[src/rtl/ppu_sprite_tile_eval_pkg.sv]
// Shared definitions for the sprite tile evaluator: OAM byte layout, FSM states, slot record.
// Optional feature macro used by the top: SPRITE_OVERFLOW_EN.
package ppu_sprite_tile_eval_pkg;

  localparam int OAM_Y       = 0;
  localparam int OAM_TILE    = 1;
  localparam int OAM_ATTR    = 2;
  localparam int OAM_X       = 3;
  localparam int SCREEN_ROWS = 240;

  typedef enum logic [1:0] {
    ST_IDLE  = 2'd0,
    ST_SCAN  = 2'd1,
    ST_FLUSH = 2'd2,
    ST_DONE  = 2'd3
  } state_e;

  typedef struct packed {
    logic       on;
    logic [7:0] tile;
    logic [7:0] y;
    logic [7:0] x;
    logic [7:0] attr;
  } slot_t;

  localparam slot_t SLOT_EMPTY = '0;

endpackage

[src/rtl/ppu_sprite_match.sv]
// Combinational sprite/tile-span overlap test; also usable by sprite-zero-hit logic.
// All arithmetic is 10-bit so X near 255 or col near 0 cannot wrap.
module ppu_sprite_match
  import ppu_sprite_tile_eval_pkg::*;
(
  input  logic [8:0] row_i,
  input  logic [8:0] col_i,
  input  logic       tall_i,
  input  logic [7:0] y_i,
  input  logic [7:0] x_i,
  output logic       hit_o
);

  logic [9:0] row_w;
  logic [9:0] col_w;
  logic [9:0] y_w;
  logic [9:0] x_w;
  logic [9:0] dy_w;
  logic [9:0] h_w;
  logic       row_hit;
  logic       col_hit;

  assign row_w = {1'b0, row_i};
  assign col_w = {1'b0, col_i};
  assign y_w   = {2'b00, y_i};
  assign x_w   = {2'b00, x_i};
  assign dy_w  = row_w - y_w;
  assign h_w   = tall_i ? 10'd16 : 10'd8;

  // Y parked off-screen (>= 240) is the usual "hidden sprite" idiom.
  assign row_hit = (row_w >= y_w) && (dy_w < h_w) && (y_w < 10'(SCREEN_ROWS));
  assign col_hit = ((x_w + 10'd7) >= col_w) && (x_w <= (col_w + 10'd7));
  assign hit_o   = row_hit && col_hit;

endmodule

[src/rtl/ppu_sprite_tile_eval.sv]
// Scans OAM in index order and picks the first two sprites overlapping an 8-pixel tile span.
// SPRITE_OVERFLOW_EN: full scan with overflow flag and fixed latency; otherwise early exit, overflow tied 0.
module ppu_sprite_tile_eval
  import ppu_sprite_tile_eval_pkg::*;
#(
  parameter int NUM_SPRITES = 64,
  parameter int OAM_AW      = 8
) (
  input  logic              clk,
  input  logic              rst,
  input  logic              start,
  input  logic [8:0]        curr_row,
  input  logic [8:0]        curr_col,
  input  logic              sprite_8x16,
  output logic [OAM_AW-1:0] oam_addr,
  input  logic [7:0]        oam_data_in,
  output logic              sprite_0_on_tile,
  output logic [7:0]        sprite_0_tile_num,
  output logic [7:0]        sprite_0_row,
  output logic [7:0]        sprite_0_col,
  output logic [7:0]        sprite_0_attr,
  output logic              sprite_0_is_oam0,
  output logic              sprite_1_on_tile,
  output logic [7:0]        sprite_1_tile_num,
  output logic [7:0]        sprite_1_row,
  output logic [7:0]        sprite_1_col,
  output logic [7:0]        sprite_1_attr,
  output logic              sprite_overflow,
  output logic              busy,
  output logic              done
);

  localparam logic [OAM_AW-1:0] LAST_ADDR = OAM_AW'(NUM_SPRITES * 4 - 1);

  state_e            state_q, state_d;
  logic [OAM_AW-1:0] addr_q, addr_d;
  logic              rd_vld_q, rd_vld_d;
  logic [OAM_AW-1:0] rd_addr_q, rd_addr_d;
  logic [8:0]        row_q, row_d;
  logic [8:0]        col_q, col_d;
  logic              tall_q, tall_d;
  logic [7:0]        y_q, y_d;
  logic [7:0]        tile_q, tile_d;
  logic [7:0]        attr_q, attr_d;
  slot_t             sh0_q, sh0_d;
  slot_t             sh1_q, sh1_d;
  logic              sh0_z_q, sh0_z_d;
  logic              sh_ovf_q, sh_ovf_d;
  slot_t             out0_q, out0_d;
  slot_t             out1_q, out1_d;
  logic              out_z_q, out_z_d;
  logic              out_ovf_q, out_ovf_d;
  logic              busy_q, busy_d;
  logic              done_q, done_d;

  logic              hit;
  logic              judge;
  logic [1:0]        byte_sel;
  slot_t             cand;
`ifndef SPRITE_OVERFLOW_EN
  logic              slot1_fill;
`endif

  // X is taken straight off the read bus so the sprite is judged in the same cycle it lands.
  ppu_sprite_match u_match (
    .row_i  (row_q),
    .col_i  (col_q),
    .tall_i (tall_q),
    .y_i    (y_q),
    .x_i    (oam_data_in),
    .hit_o  (hit)
  );

  assign byte_sel = rd_addr_q[1:0];
  assign judge    = rd_vld_q && (byte_sel == 2'(OAM_X)) && hit;
  assign cand     = '{on: 1'b1, tile: tile_q, y: y_q, x: oam_data_in, attr: attr_q};
`ifndef SPRITE_OVERFLOW_EN
  assign slot1_fill = judge && sh0_q.on && !sh1_q.on;
`endif

  always_comb begin
    state_d   = state_q;
    addr_d    = addr_q;
    rd_vld_d  = 1'b0;
    rd_addr_d = rd_addr_q;
    row_d     = row_q;
    col_d     = col_q;
    tall_d    = tall_q;
    y_d       = y_q;
    tile_d    = tile_q;
    attr_d    = attr_q;
    sh0_d     = sh0_q;
    sh1_d     = sh1_q;
    sh0_z_d   = sh0_z_q;
    sh_ovf_d  = sh_ovf_q;
    out0_d    = out0_q;
    out1_d    = out1_q;
    out_z_d   = out_z_q;
    out_ovf_d = out_ovf_q;
    busy_d    = busy_q;
    done_d    = 1'b0;

    if (rd_vld_q) begin
      if (byte_sel == 2'(OAM_Y))    y_d    = oam_data_in;
      if (byte_sel == 2'(OAM_TILE)) tile_d = oam_data_in;
      if (byte_sel == 2'(OAM_ATTR)) attr_d = oam_data_in;
    end

    // Index order guarantees the lowest-numbered overlapping sprite lands in slot 0.
    if (judge) begin
      if (!sh0_q.on) begin
        sh0_d   = cand;
        sh0_z_d = (rd_addr_q[OAM_AW-1:2] == '0);
      end else if (!sh1_q.on) begin
        sh1_d = cand;
      end else begin
`ifdef SPRITE_OVERFLOW_EN
        sh_ovf_d = 1'b1;
`endif
      end
    end

    unique case (state_q)
      ST_IDLE: begin
        if (start) begin
          row_d    = curr_row;
          col_d    = curr_col;
          tall_d   = sprite_8x16;
          sh0_d    = SLOT_EMPTY;
          sh1_d    = SLOT_EMPTY;
          sh0_z_d  = 1'b0;
          sh_ovf_d = 1'b0;
          addr_d   = '0;
          busy_d   = 1'b1;
          state_d  = ST_SCAN;
        end
      end
      ST_SCAN: begin
        rd_vld_d  = 1'b1;
        rd_addr_d = addr_q;
        if (addr_q == LAST_ADDR) begin
          state_d = ST_FLUSH;
        end else begin
          addr_d = addr_q + OAM_AW'(1);
        end
`ifndef SPRITE_OVERFLOW_EN
        // Both slots full: nothing later in OAM can change the result.
        if (slot1_fill) begin
          rd_vld_d = 1'b0;
          state_d  = ST_FLUSH;
        end
`endif
      end
      ST_FLUSH: begin
        state_d = ST_DONE;
      end
      ST_DONE: begin
        out0_d    = sh0_q;
        out1_d    = sh1_q;
        out_z_d   = sh0_z_q;
        out_ovf_d = sh_ovf_q;
        done_d    = 1'b1;
        busy_d    = 1'b0;
        state_d   = ST_IDLE;
      end
      default: state_d = ST_IDLE;
    endcase
  end

  always_ff @(posedge clk or negedge rst) begin
    if (!rst) begin
      state_q   <= ST_IDLE;
      addr_q    <= '0;
      rd_vld_q  <= 1'b0;
      rd_addr_q <= '0;
      row_q     <= '0;
      col_q     <= '0;
      tall_q    <= 1'b0;
      y_q       <= '0;
      tile_q    <= '0;
      attr_q    <= '0;
      sh0_q     <= SLOT_EMPTY;
      sh1_q     <= SLOT_EMPTY;
      sh0_z_q   <= 1'b0;
      sh_ovf_q  <= 1'b0;
      out0_q    <= SLOT_EMPTY;
      out1_q    <= SLOT_EMPTY;
      out_z_q   <= 1'b0;
      out_ovf_q <= 1'b0;
      busy_q    <= 1'b0;
      done_q    <= 1'b0;
    end else begin
      state_q   <= state_d;
      addr_q    <= addr_d;
      rd_vld_q  <= rd_vld_d;
      rd_addr_q <= rd_addr_d;
      row_q     <= row_d;
      col_q     <= col_d;
      tall_q    <= tall_d;
      y_q       <= y_d;
      tile_q    <= tile_d;
      attr_q    <= attr_d;
      sh0_q     <= sh0_d;
      sh1_q     <= sh1_d;
      sh0_z_q   <= sh0_z_d;
      sh_ovf_q  <= sh_ovf_d;
      out0_q    <= out0_d;
      out1_q    <= out1_d;
      out_z_q   <= out_z_d;
      out_ovf_q <= out_ovf_d;
      busy_q    <= busy_d;
      done_q    <= done_d;
    end
  end

  assign oam_addr          = addr_q;
  assign sprite_0_on_tile  = out0_q.on;
  assign sprite_0_tile_num = out0_q.tile;
  assign sprite_0_row      = out0_q.y;
  assign sprite_0_col      = out0_q.x;
  assign sprite_0_attr     = out0_q.attr;
  assign sprite_0_is_oam0  = out_z_q;
  assign sprite_1_on_tile  = out1_q.on;
  assign sprite_1_tile_num = out1_q.tile;
  assign sprite_1_row      = out1_q.y;
  assign sprite_1_col      = out1_q.x;
  assign sprite_1_attr     = out1_q.attr;
  // Without the overflow feature the shadow flag is never set, so this register stays 0.
  assign sprite_overflow   = out_ovf_q;
  assign busy              = busy_q;
  assign done              = done_q;

endmodule

[config.mk]
export PLATFORM = sky130hd
export DESIGN_NAME = ppu_sprite_tile_eval
export DESIGN_NICKNAME = d
export VERILOG_FILES = /design/src/rtl/ppu_sprite_tile_eval_pkg.sv /design/src/rtl/ppu_sprite_match.sv /design/src/rtl/ppu_sprite_tile_eval.sv
export SDC_FILE = /design/constraint.sdc
export NUM_CORES = 1
export LEC_CHECK = 0
export CORE_ASPECT_RATIO = 0.5
export CORE_MARGIN = 10
export CORE_UTILIZATION = 45
export CTS_BUF_LIST = sky130_fd_sc_hd__clkbuf_8
export DETAILED_ROUTE_END_ITERATION = 10
export PLACE_DENSITY = 0.68
export SYNTH_ARGS = -nofsm -noshare
export SYNTH_HDL_FRONTEND = slang
export SYNTH_SLANG_ARGS = --single-unit
export TNS_END_PERCENT = 1
[constraint.sdc]
create_clock -name clk -period 2.8 [get_ports clk]
set_input_delay 0.42 -clock clk [delete_from_list [all_inputs] [get_ports clk]]
set_output_delay 0.42 -clock clk [all_outputs]
set_load 0.02 [all_outputs]
# After elaboration in Yosys (flattened, before gate mapping)
# Index checks and enable logic that the tools add are counted.
# classes
addsub	4
magnitude_cmp	5
eq_ne	10
mux	26
reduce_logical	21
# ops
op	count
two-way mux 33 bit	7
two-way mux 32 bit	2
two-way mux 8 bit	2
case mux 8 bit (2 select lines)	1
AND reduction 2 bit	6
adder 9 x 3 -> 10 bit (second input constant)	1
>= comparator 10 x 9 -> 1 bit	1
<= comparator 8 x 10 -> 1 bit	1
< comparator 10 bit	1
subtractor 9 x 8 -> 10 bit	1
adder 8 x 3 -> 9 bit (second input constant)	1
>= comparator 9 x 8 -> 1 bit	1
adder 8 x 1 -> 8 bit (second input constant)	1
equality test 2 bit (second input constant)	4
equality test 8 bit (second input constant)	1
logical AND 1 bit	8
< comparator 8 bit (second input constant)	1
two-way mux 1 bit	8
case mux 2 bit (4 select lines)	1
zero test 6 bit	1
two-way mux 2 bit	3
two-way mux 5 bit	1
equality test 2 x 1 -> 1 bit (second input constant)	2
zero test 2 bit	2
6 further kinds	8
# totals
reg_bits	198
input_bits	30
out_inout_bits	78

# Logic depth before layout (Yosys ltp)
# logic_depth
word_depth	10
ltp_mapped	16
ltp_nobuf	13

# By module
# Synthesis repeated with hierarchy kept, for this count alone.
# unflattened
hier_cells	762
area_unflattened_um2	8747.1
# by_module_without_submodules
module	n_inst	cells_per_inst	area_each_um2	seq_area_each_um2
ppu_sprite_tile_eval	1	624	7749.9	4954.8
ppu_sprite_match	1	138	997.2	0.0

# Worst setup path before layout
# No wires, ideal clock.
# synth_timing
path_type	input port to flip-flop
startpoint	input oam_data_in[3]
endpoint	register state_q[0]
setup_time_ns	0.140
arrival_time_ns	2.774
required_ns	2.660
path_slack_ns	-0.115
path_stages	13
path_cell_list	clkbuf_1 and3_1 a21boi_0 xor2_1 ha_1 a2111oi_0 o21a_1 a221oi_1 and4_1 buf_4 buf_12 a311oi_1 a211oi_1
# synth_between
elab_chain_cells	9
word_cells_on_any_way	12
# synth_rtl
item	line_no	source
from (decl)	ppu_sprite_tile_eval.sv:16	input logic [7:0] oam_data_in,
adder 8 x 3 -> 9 bit	ppu_sprite_match.sv:32	assign col_hit = ((x_w + 10'd7) >= col_w) && (x_w <= (col_w + 10'd7));
>= comparator 10 x 9 -> 1 bit	ppu_sprite_match.sv:32	
logical AND 1 bit *	ppu_sprite_match.sv:32	
logical AND 1 bit *	ppu_sprite_match.sv:33	assign hit_o = row_hit && col_hit;
logical AND 1 bit *	ppu_sprite_tile_eval.sv:75	assign judge = rd_vld_q && (byte_sel == 2'(OAM_X)) && hit;
logical AND 1 bit * (2 in a row)	ppu_sprite_tile_eval.sv:78	assign slot1_fill = judge && sh0_q.on && !sh1_q.on;
two-way mux 2 bit or != test 3 bit (tied branches)	--	
case mux 2 bit (4 select lines) or AND reduction 2 bit (tied branches)	--	
to (signal assigned)	ppu_sprite_tile_eval.sv:193	state_q <= state_d;
to (decl)	ppu_sprite_tile_eval.sv:35	state_e state_q, state_d;
# Every way passes the cells marked *; elsewhere a longest branch is shown, timed or not.
# A chain may end at the register's enable or synchronous reset.

==> metrics <==
n_diodes 0; Placed Area 0.0109 sq mm; pwr/cell area 775 mW/mm^2; Layout Cell Area excl Fill 0.0120 sq mm; I/O pins 108; Worst Path Max Fanout 33; DR iter-0 viols 556; fillers 1645; setup TNS -7000 ps; Hold WS -36.0 ps; ys async rst share 1.00; antenna-violating nets left 0; WS Path Type flop to flop; Worst path slowest cell dfrtp_1; Pins Over Slew Limit 0; RSZ-0062 raised after global routing yes; R2R Setup Slk -180 ps; H-tree levels 4; Die X 223 um; delay-heaviest family, CP compound AO/OA/AOI/OAI gates; path type of the worst min-delay path primary input to async pin; first-pass GRT wire length 37900 um; DR DRC count 0; Critical Path Stages 13; CTS sink count 198; minimum clock period 2980 ps; fin crit share 1.06; status finished with violations; detailed placement HPWL 16000 um; max_slew headroom 0.323; max cap viols 0; CP startpoint kind flop; failing checks hold timing, setup timing; Yosys reg bits 198; worst setup margin -179 ps; DRT Pass-1 Iters 5; CTS Hold Bufs 0; CP Capture Type flop; Worst-Margin Slew 1010 ps; total core area 0.0204 sq mm; final WL 24000 um; Critical Path RT 3160 ps; count of cell types in the netlist 55; CP bufs+invs 3; Rows 37; GP Congestion 0.849; most common cell after layout, fill and taps aside dfrtp_1; register area share after synthesis 0.533; VDD IR max 0.450 mV; Worst Setup Slack post-DPL -688 ps; largest net degree at the start of global routing 99; most frequent cells in the layout dfrtp_1, clkdlybuf4s50_1, mux2_2, o21ai_0, buf_4; Post-Syn Area 0.00929 sq mm; CTS buffer count 17; GR Util All Layers 0.171; final setup vio count 68; Clock Path Buffers 2; Post-Synthesis Cells 813; ratio of cells with drive above 1 in the final layout 0.325; Port-buffer cells 106; Leak Pwr 5.20 nW; Avg WL per Cell 19.3 um; Clk Tree Root Cell clkbuf_8; Die Ht 122 um; worst-skew pair later-pin latency 490 ps; Final Skew 26.5 ps; GRT overflow 0; Worst-path clk slew 120 ps; Critical Path Most Common Cell buf_6; Yosys Warn Count 0; Critical Path Max Stage Delay 420 ps; Hold Vio Cnt, Final 19; fmax 336 MHz; Synth Flop Type dfrtp_1; Mean Syn Cell Area 11.4 sq um; die area 0.0272 sq mm; Area Growth Syn to Fin 28.7%; vias in the first global route 6977; initial core utilization 0.455; Total Nets Final 1017; initial antenna violation count 0; vias per cell 5.58; worst r2r src col_q[0]$_DFFE_PN0P_; number of flops mapped to enable cells by yosys 0; Reg2Reg Depth 13; Syn Nets 876; CTS tree built; Critical Path, Cell by Cell buf_6, o311ai_4, nor3_2, xnor2_1, ha_1, and2_4, a21boi_1, o211ai_1, nand4_1, buf_6, buf_12, o31ai_2, a21oi_2; r2r endpoint sh1_q[12]$_DFF_PN0_; Via Count 6915; Arr. time, crit path 3330 ps
[cell type report]
cell class / instances / area [sq um] / share of cell area
Multi-Input combinational cell: 519 / 4210 / 0.352
Sequential cell: 198 / 4960 / 0.414
Timing Repair Buffer: 187 / 1910 / 0.159
Tap cell: 273 / 342 / 0.0286
Clock buffer: 17 / 234 / 0.0196
Inverter: 31 / 116 / 0.00973
Clock inverter: 15 / 200 / 0.0167
[Yosys cell counts, drive strengths merged (22+ instances only)]
| cell | number | area share |
|---|---|---|
| nand3 | 42 | 0.033 |
| a21oi | 81 | 0.051 |
| clkbuf | 43 | 0.018 |
| buf | 22 | 0.019 |
| ha | 33 | 0.044 |
| o21ai | 69 | 0.037 |
| o31ai | 32 | 0.026 |
| mux2 | 96 | 0.12 |
| dfrtp | 198 | 0.53 |
| nand2 | 34 | 0.014 |
| nand4 | 41 | 0.028 |
| inv | 30 | 0.012 |
[worst max-delay path by stage]
stage                          from                      to  slack, ps
2_1_floorplan    y_q[3]$_DFFE_PN0P_     sh1_q[10]$_DFF_PN0_         30
3_3_place_gp         oam_data_in[0]     sh1_q[31]$_DFF_PN0_       -580
3_5_place_dp         oam_data_in[0]  state_q[0]$_DFFE_PN0P_       -690
4_1_cts          y_q[1]$_DFFE_PN0P_     sh1_q[18]$_DFF_PN0_       -120
5_1_grt        col_q[0]$_DFFE_PN0P_     sh1_q[12]$_DFF_PN0_       -280
6_report       col_q[0]$_DFFE_PN0P_     sh1_q[12]$_DFF_PN0_       -180
[report_power, final]
part	internal [mW]	switching, mW
Clock	0.775	1.21
Sequential	3.24	0.357
Combinational	1.82	1.88
Total	5.83	3.44
[through the flow]
stage | cells | util | total power [mW] | hold WS [ps]
2_1_floorplan | 813 | - | 5.55 | 124
3_3_place_gp | 1190 | 0.536 | 6.68 | 486
3_5_place_dp | 1190 | 0.536 | 6.81 | 487
4_1_cts | 1236 | 0.570 | 9.03 | 5.33
5_1_grt | 1240 | 0.586 | 9.86 | 1.52
6_report | 1240 | 0.586 | 9.27 | -36.0
[sequential cells by signal, indices dropped and copies added, names as in the netlist, 9 cells and up]
signal  count
sh1_q      33
sh0_q      33
col_q       9
row_q       9
[kinds of logic after synthesis]
logic type	after synthesis	share of synthesized area
AO/OA/AOI/OAI	202	0.133
XOR/XNOR	19	0.0179
adder cells (fa/ha/maj)	33	0.0444
buffers and inverters	96	0.0490
flip-flops	198	0.533
multiplexers	97	0.117
other	1	0.000403
AND/OR/NAND/NOR	167	0.105
[repair_timing]
| item | in CTS | in global routing |
|---|---|---|
| setup endpoints to repair | 69 | 70 |
| gates cloned | 3 | 2 |
| resized for setup | 22 | 57 |
| hold endpoints to repair | 0 | 0 |
| setup buffers | 11 | 2 |
| pin swaps | 41 | 38 |
[layer usage]
metal	track usage	share of wire	wire, um
met5	0	0	0
met3	0.0392	0.053	1280
met2	0.280	0.49	11700
met1	0.227	0.44	10700
met4	0.0462	0.013	304
(Power assumes the default switching activity.)
